$ cat src/rtl/mdu_issue_ctrl_pkg.sv
`default_nettype none
// ============================================================================
// Module   : mdu_issue_ctrl_pkg
// Brief    : Shared constants, state encodings and result select for the
//            M-extension issue controller.
// Revision : 1.0
// ============================================================================
package mdu_issue_ctrl_pkg;

    localparam logic [2:0] c_FUNCT3_MUL = 3'b000;

    // Signed-division overflow operands (INT_MIN / -1)
    localparam logic [31:0] c_MDU_DIV_OVF_A = 32'h8000_0000;
    localparam logic [31:0] c_MDU_DIV_OVF_B = 32'hFFFF_FFFF;

    localparam int unsigned c_STATE_W = 3;
    localparam logic [c_STATE_W-1:0] c_S_IDLE  = 3'd0;
    localparam logic [c_STATE_W-1:0] c_S_ISSUE = 3'd1;
    localparam logic [c_STATE_W-1:0] c_S_WAIT  = 3'd2;
    localparam logic [c_STATE_W-1:0] c_S_RESP  = 3'd3;
    localparam logic [c_STATE_W-1:0] c_S_DRAIN = 3'd4;

    function automatic logic is_mul_op(input logic [2:0] funct3);
        return !funct3[2];
    endfunction

    // MUL takes the low product word, the MULH family the high word;
    // funct3[1] separates REM/REMU from DIV/DIVU.
    function automatic logic [31:0] select_result(
        input logic [2:0]  funct3,
        input logic [63:0] product,
        input logic [31:0] quotient,
        input logic [31:0] remainder
    );
        logic [31:0] v;
        if (!funct3[2]) begin
            v = (funct3 == c_FUNCT3_MUL) ? product[31:0] : product[63:32];
        end else begin
            v = funct3[1] ? remainder : quotient;
        end
        return v;
    endfunction

endpackage
`default_nettype wire

$ cat src/rtl/mdu_issue_ctrl_cache.sv
`default_nettype none
// ============================================================================
// Module   : mdu_issue_ctrl_cache
// Brief    : Last-result store for the mdu with fused-pair hit detection
//            and result word selection.
// Revision : 1.0
// ============================================================================
module mdu_issue_ctrl_cache
    import mdu_issue_ctrl_pkg::*;
#(
    parameter int EN_CACHE = 1
) (
    input  logic        clk,
    input  logic        rst,
    input  logic [2:0]  i_lk_funct3,
    input  logic [31:0] i_lk_rs1,
    input  logic [31:0] i_lk_rs2,
    output logic        o_hit,
    output logic [31:0] o_hit_data,
    input  logic        i_upd,
    input  logic [2:0]  i_upd_funct3,
    input  logic [31:0] i_upd_rs1,
    input  logic [31:0] i_upd_rs2,
    input  logic [63:0] i_product,
    input  logic [31:0] i_quotient,
    input  logic [31:0] i_remainder,
    output logic [31:0] o_done_data
);

    localparam logic c_EN = (EN_CACHE != 0);

    logic        r_valid;
    logic [2:0]  r_funct3;
    logic [31:0] r_rs1;
    logic [31:0] r_rs2;
    logic [63:0] r_product;
    logic [31:0] r_quotient;
    logic [31:0] r_remainder;

    logic w_same_ops;
    logic w_div_hit;
    logic w_mul_hit;

    always_ff @(posedge clk or posedge rst) begin
        if (rst) begin
            r_valid     <= 1'b0;
            r_funct3    <= '0;
            r_rs1       <= '0;
            r_rs2       <= '0;
            r_product   <= '0;
            r_quotient  <= '0;
            r_remainder <= '0;
        end else if (i_upd) begin
            r_valid     <= 1'b1;
            r_funct3    <= i_upd_funct3;
            r_rs1       <= i_upd_rs1;
            r_rs2       <= i_upd_rs2;
            r_product   <= i_product;
            r_quotient  <= i_quotient;
            r_remainder <= i_remainder;
        end
    end

    assign w_same_ops = r_valid && (r_rs1 == i_lk_rs1) && (r_rs2 == i_lk_rs2);

    // Divides share quotient and remainder only when signedness matches.
    assign w_div_hit = !is_mul_op(i_lk_funct3) && !is_mul_op(r_funct3)
                       && (i_lk_funct3[0] == r_funct3[0]);

    // Low product word is signedness-independent, so MUL reuses any multiply.
    assign w_mul_hit = is_mul_op(i_lk_funct3) && is_mul_op(r_funct3)
                       && ((i_lk_funct3 == r_funct3) || (i_lk_funct3 == c_FUNCT3_MUL));

    assign o_hit       = c_EN && w_same_ops && (w_div_hit || w_mul_hit);
    assign o_hit_data  = select_result(i_lk_funct3, r_product, r_quotient, r_remainder);
    assign o_done_data = select_result(i_upd_funct3, i_product, i_quotient, i_remainder);

endmodule
`default_nettype wire

$ cat src/rtl/mdu_issue_ctrl.sv
`default_nettype none
// ============================================================================
// Module   : mdu_issue_ctrl
// Brief    : Issues M-extension ops to the iterative mdu, resolves special
//            cases locally and returns results on a writeback handshake.
// Revision : 1.0
// ============================================================================
module mdu_issue_ctrl
    import mdu_issue_ctrl_pkg::*;
#(
    parameter int EN_FASTPATH = 1,
    parameter int EN_CACHE    = 1
) (
    input  logic        clk,
    input  logic        rst,
    input  logic        req_valid,
    output logic        req_ready,
    input  logic [2:0]  req_funct3,
    input  logic [31:0] req_rs1,
    input  logic [31:0] req_rs2,
    input  logic [4:0]  req_rd,
    input  logic        flush,
    output logic        mdu_start,
    output logic [2:0]  mdu_funct3,
    output logic [31:0] mdu_a,
    output logic [31:0] mdu_b,
    input  logic        mdu_busy,
    input  logic        mdu_done,
    input  logic [63:0] mdu_product,
    input  logic [31:0] mdu_quotient,
    input  logic [31:0] mdu_remainder,
    output logic        wb_valid,
    input  logic        wb_ready,
    output logic [4:0]  wb_rd,
    output logic [31:0] wb_data,
    output logic        stall
);

    localparam logic c_FAST_EN = (EN_FASTPATH != 0);

    logic [c_STATE_W-1:0] r_state;
    logic [c_STATE_W-1:0] w_state_nxt;

    logic [2:0]  r_funct3;
    logic [31:0] r_rs1;
    logic [31:0] r_rs2;
    logic [4:0]  r_rd;
    logic [31:0] r_wb_data;

    logic        w_accept;
    logic        w_start;
    logic        w_capture;
    logic        w_fast_cond;
    logic        w_fast_hit;
    logic [31:0] w_fast_data;
    logic        w_cache_hit;
    logic [31:0] w_cache_data;
    logic [31:0] w_done_data;

    mdu_issue_ctrl_cache #(
        .EN_CACHE (EN_CACHE)
    ) u_cache (
        .clk          (clk),
        .rst          (rst),
        .i_lk_funct3  (req_funct3),
        .i_lk_rs1     (req_rs1),
        .i_lk_rs2     (req_rs2),
        .o_hit        (w_cache_hit),
        .o_hit_data   (w_cache_data),
        .i_upd        (w_capture),
        .i_upd_funct3 (r_funct3),
        .i_upd_rs1    (r_rs1),
        .i_upd_rs2    (r_rs2),
        .i_product    (mdu_product),
        .i_quotient   (mdu_quotient),
        .i_remainder  (mdu_remainder),
        .o_done_data  (w_done_data)
    );

    // Special cases resolved from the raw request operands.
    always_comb begin
        w_fast_cond = 1'b0;
        w_fast_data = '0;
        if (is_mul_op(req_funct3)) begin
            w_fast_cond = (req_rs1 == '0) || (req_rs2 == '0);
        end else if (req_rs2 == '0) begin
            w_fast_cond = 1'b1;
            w_fast_data = req_funct3[1] ? req_rs1 : 32'hFFFF_FFFF;
        end else if (!req_funct3[0] && (req_rs1 == c_MDU_DIV_OVF_A)
                     && (req_rs2 == c_MDU_DIV_OVF_B)) begin
            w_fast_cond = 1'b1;
            w_fast_data = req_funct3[1] ? 32'h0000_0000 : c_MDU_DIV_OVF_A;
        end
    end

    assign w_fast_hit = c_FAST_EN && w_fast_cond;

    always_ff @(posedge clk or posedge rst) begin
        if (rst) begin
            r_state <= c_S_IDLE;
        end else begin
            r_state <= w_state_nxt;
        end
    end

    always_comb begin
        w_state_nxt = r_state;
        w_accept    = 1'b0;
        w_start     = 1'b0;
        w_capture   = 1'b0;
        case (r_state)
            c_S_IDLE: begin
                if (req_valid && !flush) begin
                    w_accept    = 1'b1;
                    w_state_nxt = (w_fast_hit || w_cache_hit) ? c_S_RESP : c_S_ISSUE;
                end
            end
            c_S_ISSUE: begin
                if (flush) begin
                    w_state_nxt = c_S_IDLE;
                end else if (!mdu_busy) begin
                    w_start     = 1'b1;
                    w_state_nxt = c_S_WAIT;
                end
            end
            c_S_WAIT: begin
                // A done coinciding with flush is dropped just like a drained one.
                if (mdu_done) begin
                    if (flush) begin
                        w_state_nxt = c_S_IDLE;
                    end else begin
                        w_capture   = 1'b1;
                        w_state_nxt = c_S_RESP;
                    end
                end else if (flush) begin
                    w_state_nxt = c_S_DRAIN;
                end
            end
            c_S_RESP: begin
                if (flush || wb_ready) begin
                    w_state_nxt = c_S_IDLE;
                end
            end
            c_S_DRAIN: begin
                if (mdu_done) begin
                    w_state_nxt = c_S_IDLE;
                end
            end
            default: w_state_nxt = c_S_IDLE;
        endcase
    end

    always_ff @(posedge clk or posedge rst) begin
        if (rst) begin
            r_funct3  <= '0;
            r_rs1     <= '0;
            r_rs2     <= '0;
            r_rd      <= '0;
            r_wb_data <= '0;
        end else if (w_accept) begin
            r_funct3 <= req_funct3;
            r_rs1    <= req_rs1;
            r_rs2    <= req_rs2;
            r_rd     <= req_rd;
            if (w_fast_hit) begin
                r_wb_data <= w_fast_data;
            end else if (w_cache_hit) begin
                r_wb_data <= w_cache_data;
            end
        end else if (w_capture) begin
            r_wb_data <= w_done_data;
        end
    end

    // rst gates req_ready so every output is low while reset is held.
    assign req_ready  = !rst && (r_state == c_S_IDLE) && !flush;
    assign mdu_start  = w_start;
    assign mdu_funct3 = r_funct3;
    assign mdu_a      = r_rs1;
    assign mdu_b      = r_rs2;
    assign wb_valid   = (r_state == c_S_RESP);
    assign wb_rd      = r_rd;
    assign wb_data    = r_wb_data;
    assign stall      = (r_state != c_S_IDLE);

endmodule
`default_nettype wire

$ cat config.mk
export PLATFORM = sky130hd
export DESIGN_NAME = mdu_issue_ctrl
export DESIGN_NICKNAME = d
export VERILOG_FILES = /design/src/rtl/mdu_issue_ctrl_pkg.sv /design/src/rtl/mdu_issue_ctrl_cache.sv /design/src/rtl/mdu_issue_ctrl.sv
export SDC_FILE = /design/constraint.sdc
export NUM_CORES = 1
export LEC_CHECK = 0
export CAP_MARGIN = 20
export CORE_UTILIZATION = 52
export CTS_CLUSTER_SIZE = 28
export DETAILED_ROUTE_END_ITERATION = 8
export PLACE_DENSITY = 0.79
export SETUP_SLACK_MARGIN = 0.2
export SKIP_CTS_REPAIR_TIMING = 1
export SLEW_MARGIN = 40
export SYNTH_ARGS = -nofsm -noshare
export SYNTH_HDL_FRONTEND = slang
export SYNTH_SLANG_ARGS = --single-unit
$ cat constraint.sdc
create_clock -name clk -period 12.9 [get_ports clk]
set_clock_uncertainty 0.1 [all_clocks]
set_input_delay 2.58 -clock clk [delete_from_list [all_inputs] [get_ports clk]]
set_output_delay 2.58 -clock clk [all_outputs]
set_load 0.005 [all_outputs]
## Word level (Yosys, flattened, before mapping)

Index checks and enable logic that the tools add are counted.

| word-level totals | value |
|---|---|
| register bits after elaboration | 303 |
| word-level logic and storage cells | 96 |
| input port bits | 207 |

| operators by class | value |
|---|---|
| equality and inequality tests | 16 |
| mux-type cells | 36 |
| reductions and logical operators | 31 |

Operator list:

| kind | count |
|---|---|
| two-way mux 32 bit | 15 |
| equality test 32 bit | 2 |
| equality test 32 bit (second input constant) | 2 |
| logical NOT 32 bit | 2 |
| two-way mux 3 bit | 7 |
| case mux 3 bit (5 select lines) | 1 |
| logical AND 1 bit | 12 |
| two-way mux 1 bit | 11 |
| logical NOT 3 bit | 3 |
| equality test 3 x 2 -> 1 bit (second input constant) | 2 |
| inequality test 3 bit (second input constant) | 2 |
| logical NOT 1 bit | 5 |
| logical OR 1 bit | 5 |
| AND reduction 5 bit | 1 |
| two-way mux 2 bit | 2 |
| inequality test 2 bit (second input constant) | 2 |
| equality test 3 x 1 -> 1 bit (second input constant) | 1 |
| equality test 3 bit | 1 |
| equality test 3 bit (second input constant) | 1 |
| inequality test 3 x 1 -> 1 bit (second input constant) | 1 |
| nonzero test 3 bit | 1 |
| inequality test 2 x 1 -> 1 bit (second input constant) | 1 |
| AND reduction 2 bit | 1 |
| nonzero test 2 bit | 1 |
| equality test 1 bit | 1 |

## Depth between registers and ports, before layout

| logic depth | value |
|---|---|
| depth after elaboration | 10 |
| depth in mapped cells | 11 |
| mapped depth without buffers | 9 |

## Hierarchy

From an unflattened synthesis, not the netlist that was laid out.

| unflattened totals | value |
|---|---|
| cell total of the unflattened synthesis | 1497 |
| area, all modules | 15225.9 um^2 |

Modules (own cells, without submodules):

| module | instances | cells each | area an instance (um^2) |
|---|---|---|---|
| mdu_issue_ctrl_cache | 1 | 889 | 9892.0 |
| mdu_issue_ctrl | 1 | 608 | 5333.9 |

## Least setup slack after synthesis

Ideal clock, no wire load.

| path | value |
|---|---|
| path kind | in2out |
| start point | input flush |
| end point | output mdu_start |
| stages on the path | 2 |
| path slack | 7.042 ns |
| arrival time | 3.178 ns |
| required time | 10.220 ns |
| cells stage by stage | or2_2 nor4b_1 |

| on the way | value |
|---|---|
| word-level cells in the longest chain between the ends | 2 |

Ends and longest elaborated chain:

| element | RTL line | source |
|---|---|---|
| start: declaration | mdu_issue_ctrl.sv:22 | `input logic flush,` |
| two-way mux 1 bit | mdu_issue_ctrl.sv:119 | `if (flush) begin` |
| two-way mux 1 bit | mdu_issue_ctrl.sv:111 | `case (r_state)` |
| end: declaration | mdu_issue_ctrl.sv:23 | `output logic mdu_start,` |

No other way between the ends.

## Worst setup path in the final report

Ends and elaborated chain as after synthesis.

==> impl_results.md <==
* Final #Nets at 1,849
* Row cnt at 61
* TritonCTS clock tree: yes
* Fin. max-slew vios at 0
* Final Hold Viols at 0
* Pre-antenna DRT Iters at 5
* First-pass GRT wire length at 69,200 um
* Maxcap violations at 0
* Routed wire per std cell at 22.4 um
* Worst-path clk slew at 60 ps
* Clock Sinks at 303
* Clock buffer depth at 3
* Synthesized Nets at 1,574
* Post-synthesis cell count at 1,365
* Total track usage at 30.8%
* Async S/R FF share, synth at 100%
* First-iteration detailed-routing DRC count at 1,067
* Final ANT Viol Nets at 0
* Post-layout minimum cycle time at 6870 ps
* Worst EP required at 10,220 ps
* Finish-stage setup viols at 0
* Seq cells post-synth at 303
* Ports at 315
* VDD IR max at 118 uV
* Distinct cell type count after synthesis at 48
* Max FO, Critical Path at 5
* H-tree level count at 1
* Starting Density at 53.4%
* Share of cells above drive strength 1 at 20.1%
* TNS Setup at 0 ps
* Root Buffer: clkbuf_16
* Total Wirelength at 45,600 um
* Lkg Pwr at 8.83 nW
* Number of enable flip-flop cells after synthesis at 0
* Worst Path Arrival at 4190 ps
* Layout Cells excl Fill at 2,036
* Vias per cell at 5.92
* Most common cell after layout, fill and taps aside: clkdlybuf4s50_1
* Final HPWL DP at 30,900 um
* Max Clk Rate at 145 MHz
* Crit path capture type: output port
* YS warnings at 0
* Tightest Hold Check Type: reg2reg
* CTS buffer count at 31
* Clock latency on the worst-skew pair at 550 ps
* Most frequent cells in the layout: clkdlybuf4s50_1 (312), dfrtp_1 (301), nand2_1 (273), mux2_2 (225)
* Port bufs at 314
* Vias in the first global route at 12,200
* Crit Path Class: in2out
* Filler instances at 2,144
* Ys flop type: dfrtp_1
* Placed cell count at 1,982
* Gpl congestion at 0.896
* Chip height at 172 um
* Pin count of the biggest net entering global routing at 142
* Slew headroom at 43.6%
* RSZ-0062 raised after global routing: false
* Avg Inst Size Synth at 11.0 sq um
* P&R area growth vs syn at 29.8%
* Power density cells at 209 nW/um^2
* Die width at 172 um
* Die area at 29,500 sq um
* Tcrit/Tclk final at 53.3%
* Startpoint Class: input port
* Initial antenna violation count at 5
* Worst Tran Pin Value at 838 ps
* Outcome: completed
* Core Area at 28,100 sq um
* GRT overflow at 0
* Vias at 12,100
* Sequential area share after synthesis at 50.6%
* Cell Area, Synth at 15,000 sq um
* DRC Markers at 0
[routing by layer]
layer  part of all wire (%)  wire (um)  up-vias  track usage, %
met4                    4.0       1840        6            12.4
met3                    7.9       3600      129            5.66
li1                       -          -     5400               -
met1                     41      18800     5954            41.0
met5                  0.077         35        -               0
met2                     47      21400      572            49.9
[cells by family after synthesis]
group                      count (synthesis)  share of synthesized area [%]
buffers and inverters                    111                           2.94
xor gates and xnor gates                  51                           2.98
AOI/OAI and AO/OA                        214                           9.31
and+or+nand+nor                          395                           11.8
adders and majority gates                  2                          0.167
DFF                                      303                           50.6
muxes                                    289                           22.2
[cell usage after synthesis (3+ instances only)]
library cell  number  area (sq um)
nand2_1          274          1030
mux2_2           225          2530
nor2_1            10          37.5
buf_6              3          33.8
nand4_1           19           119
a32oi_1            3          26.3
xor2_1            12           105
nor2b_1           37           231
dfrtp_1          303          7580
or4_1              4          30.0
xnor2_1           39           342
o21ai_0           46           230
o2bb2ai_1          3          26.3
buf_1             10          37.5
mux2i_1           34           340
clkbuf_1          76           285
nor4_1            23           144
a21oi_1           46           230
inv_1             21          78.8
mux2_4            30           450
nor3_1             4          20.0
nor3b_1            3          22.5
o22ai_1            6          37.5
nand3_1            6          30.0
and4_1             3          26.3
a22oi_1            8          60.1
a31oi_1           30           188
a221oi_1          29           254
a211oi_1          33           248
[area by class of cell]
cell class / instances / area (sq um) / share of cell area [%]
clock buffer: 43 / 881 / 4.53
tap: 378 / 473 / 2.43
clock inverter: 5 / 25.0 / 0.129
sequential: 303 / 7590 / 39.0
multi-input combinational: 951 / 7010 / 36.0
inverter: 21 / 91.3 / 0.470
timing repair buffer: 332 / 3370 / 17.3
antenna: 3 / 7.51 / 0.0386
[where the power goes]
part	leakage [nW]	internal, mW	switching [mW]	total, mW
Combinational	4.50	0.931	0.673	1.60
Sequential	3.87	1.34	0.290	1.63
Clock	0.452	0.467	0.357	0.824
Total	8.83	2.74	1.32	4.06
[registers in the layout, summed over array words and instances (netlist names), 32 cells and up]
| register | cells |
|---|---|
| u_cache.r_quotient | 32 |
| u_cache.r_remainder | 32 |
| u_cache.r_rs2 | 32 |
| mdu_a | 32 |
| u_cache.r_rs1 | 32 |
| wb_data | 32 |
| u_cache.r_product | 64 |
| mdu_b | 32 |
[stage by stage]
stage | utilization (%) | power, mW | hold WS (ps) | cell area, sq um | worst slack, ps
6_report | 69.2 | 4.06 | 374 | 19400 | 6030
5_1_grt | 69.2 | 4.28 | 405 | 19400 | 5940
3_5_place_dp | 65.7 | 3.23 | 364 | 18500 | 6040
3_3_place_gp | 65.4 | 3.14 | 349 | 18400 | 6030
4_1_cts | 69.0 | 4.07 | 379 | 19400 | 6030
2_1_floorplan | - | 2.52 | 334 | 15000 | 1850
[critical path: stages]
cell	delay (ps)
clkdlybuf4s50_1	480
or2_2	340
nor4b_1	240
clkdlybuf4s50_1	550
[path summary, 6_finish.rpt]
| check | start | to | slack, ps | cells past startpoint |
|---|---|---|---|---|
| max | flush | mdu_start | 6030 | 4 |
| min | wb_rd[4] | wb_rd[4] | 370 | 2 |
| max reg2reg | u_cache.r_rs1[15] | wb_data[3] | 9640 | 6 |
| min reg2reg | wb_rd[4] | wb_rd[4] | 370 | 2 |
| max in group asynchronous | rst | mdu_funct3[1] | 8320 | 5 |
| min in group asynchronous | rst | mdu_a[22] | 2490 | 2 |
Power figures use the tool's default switching activity.
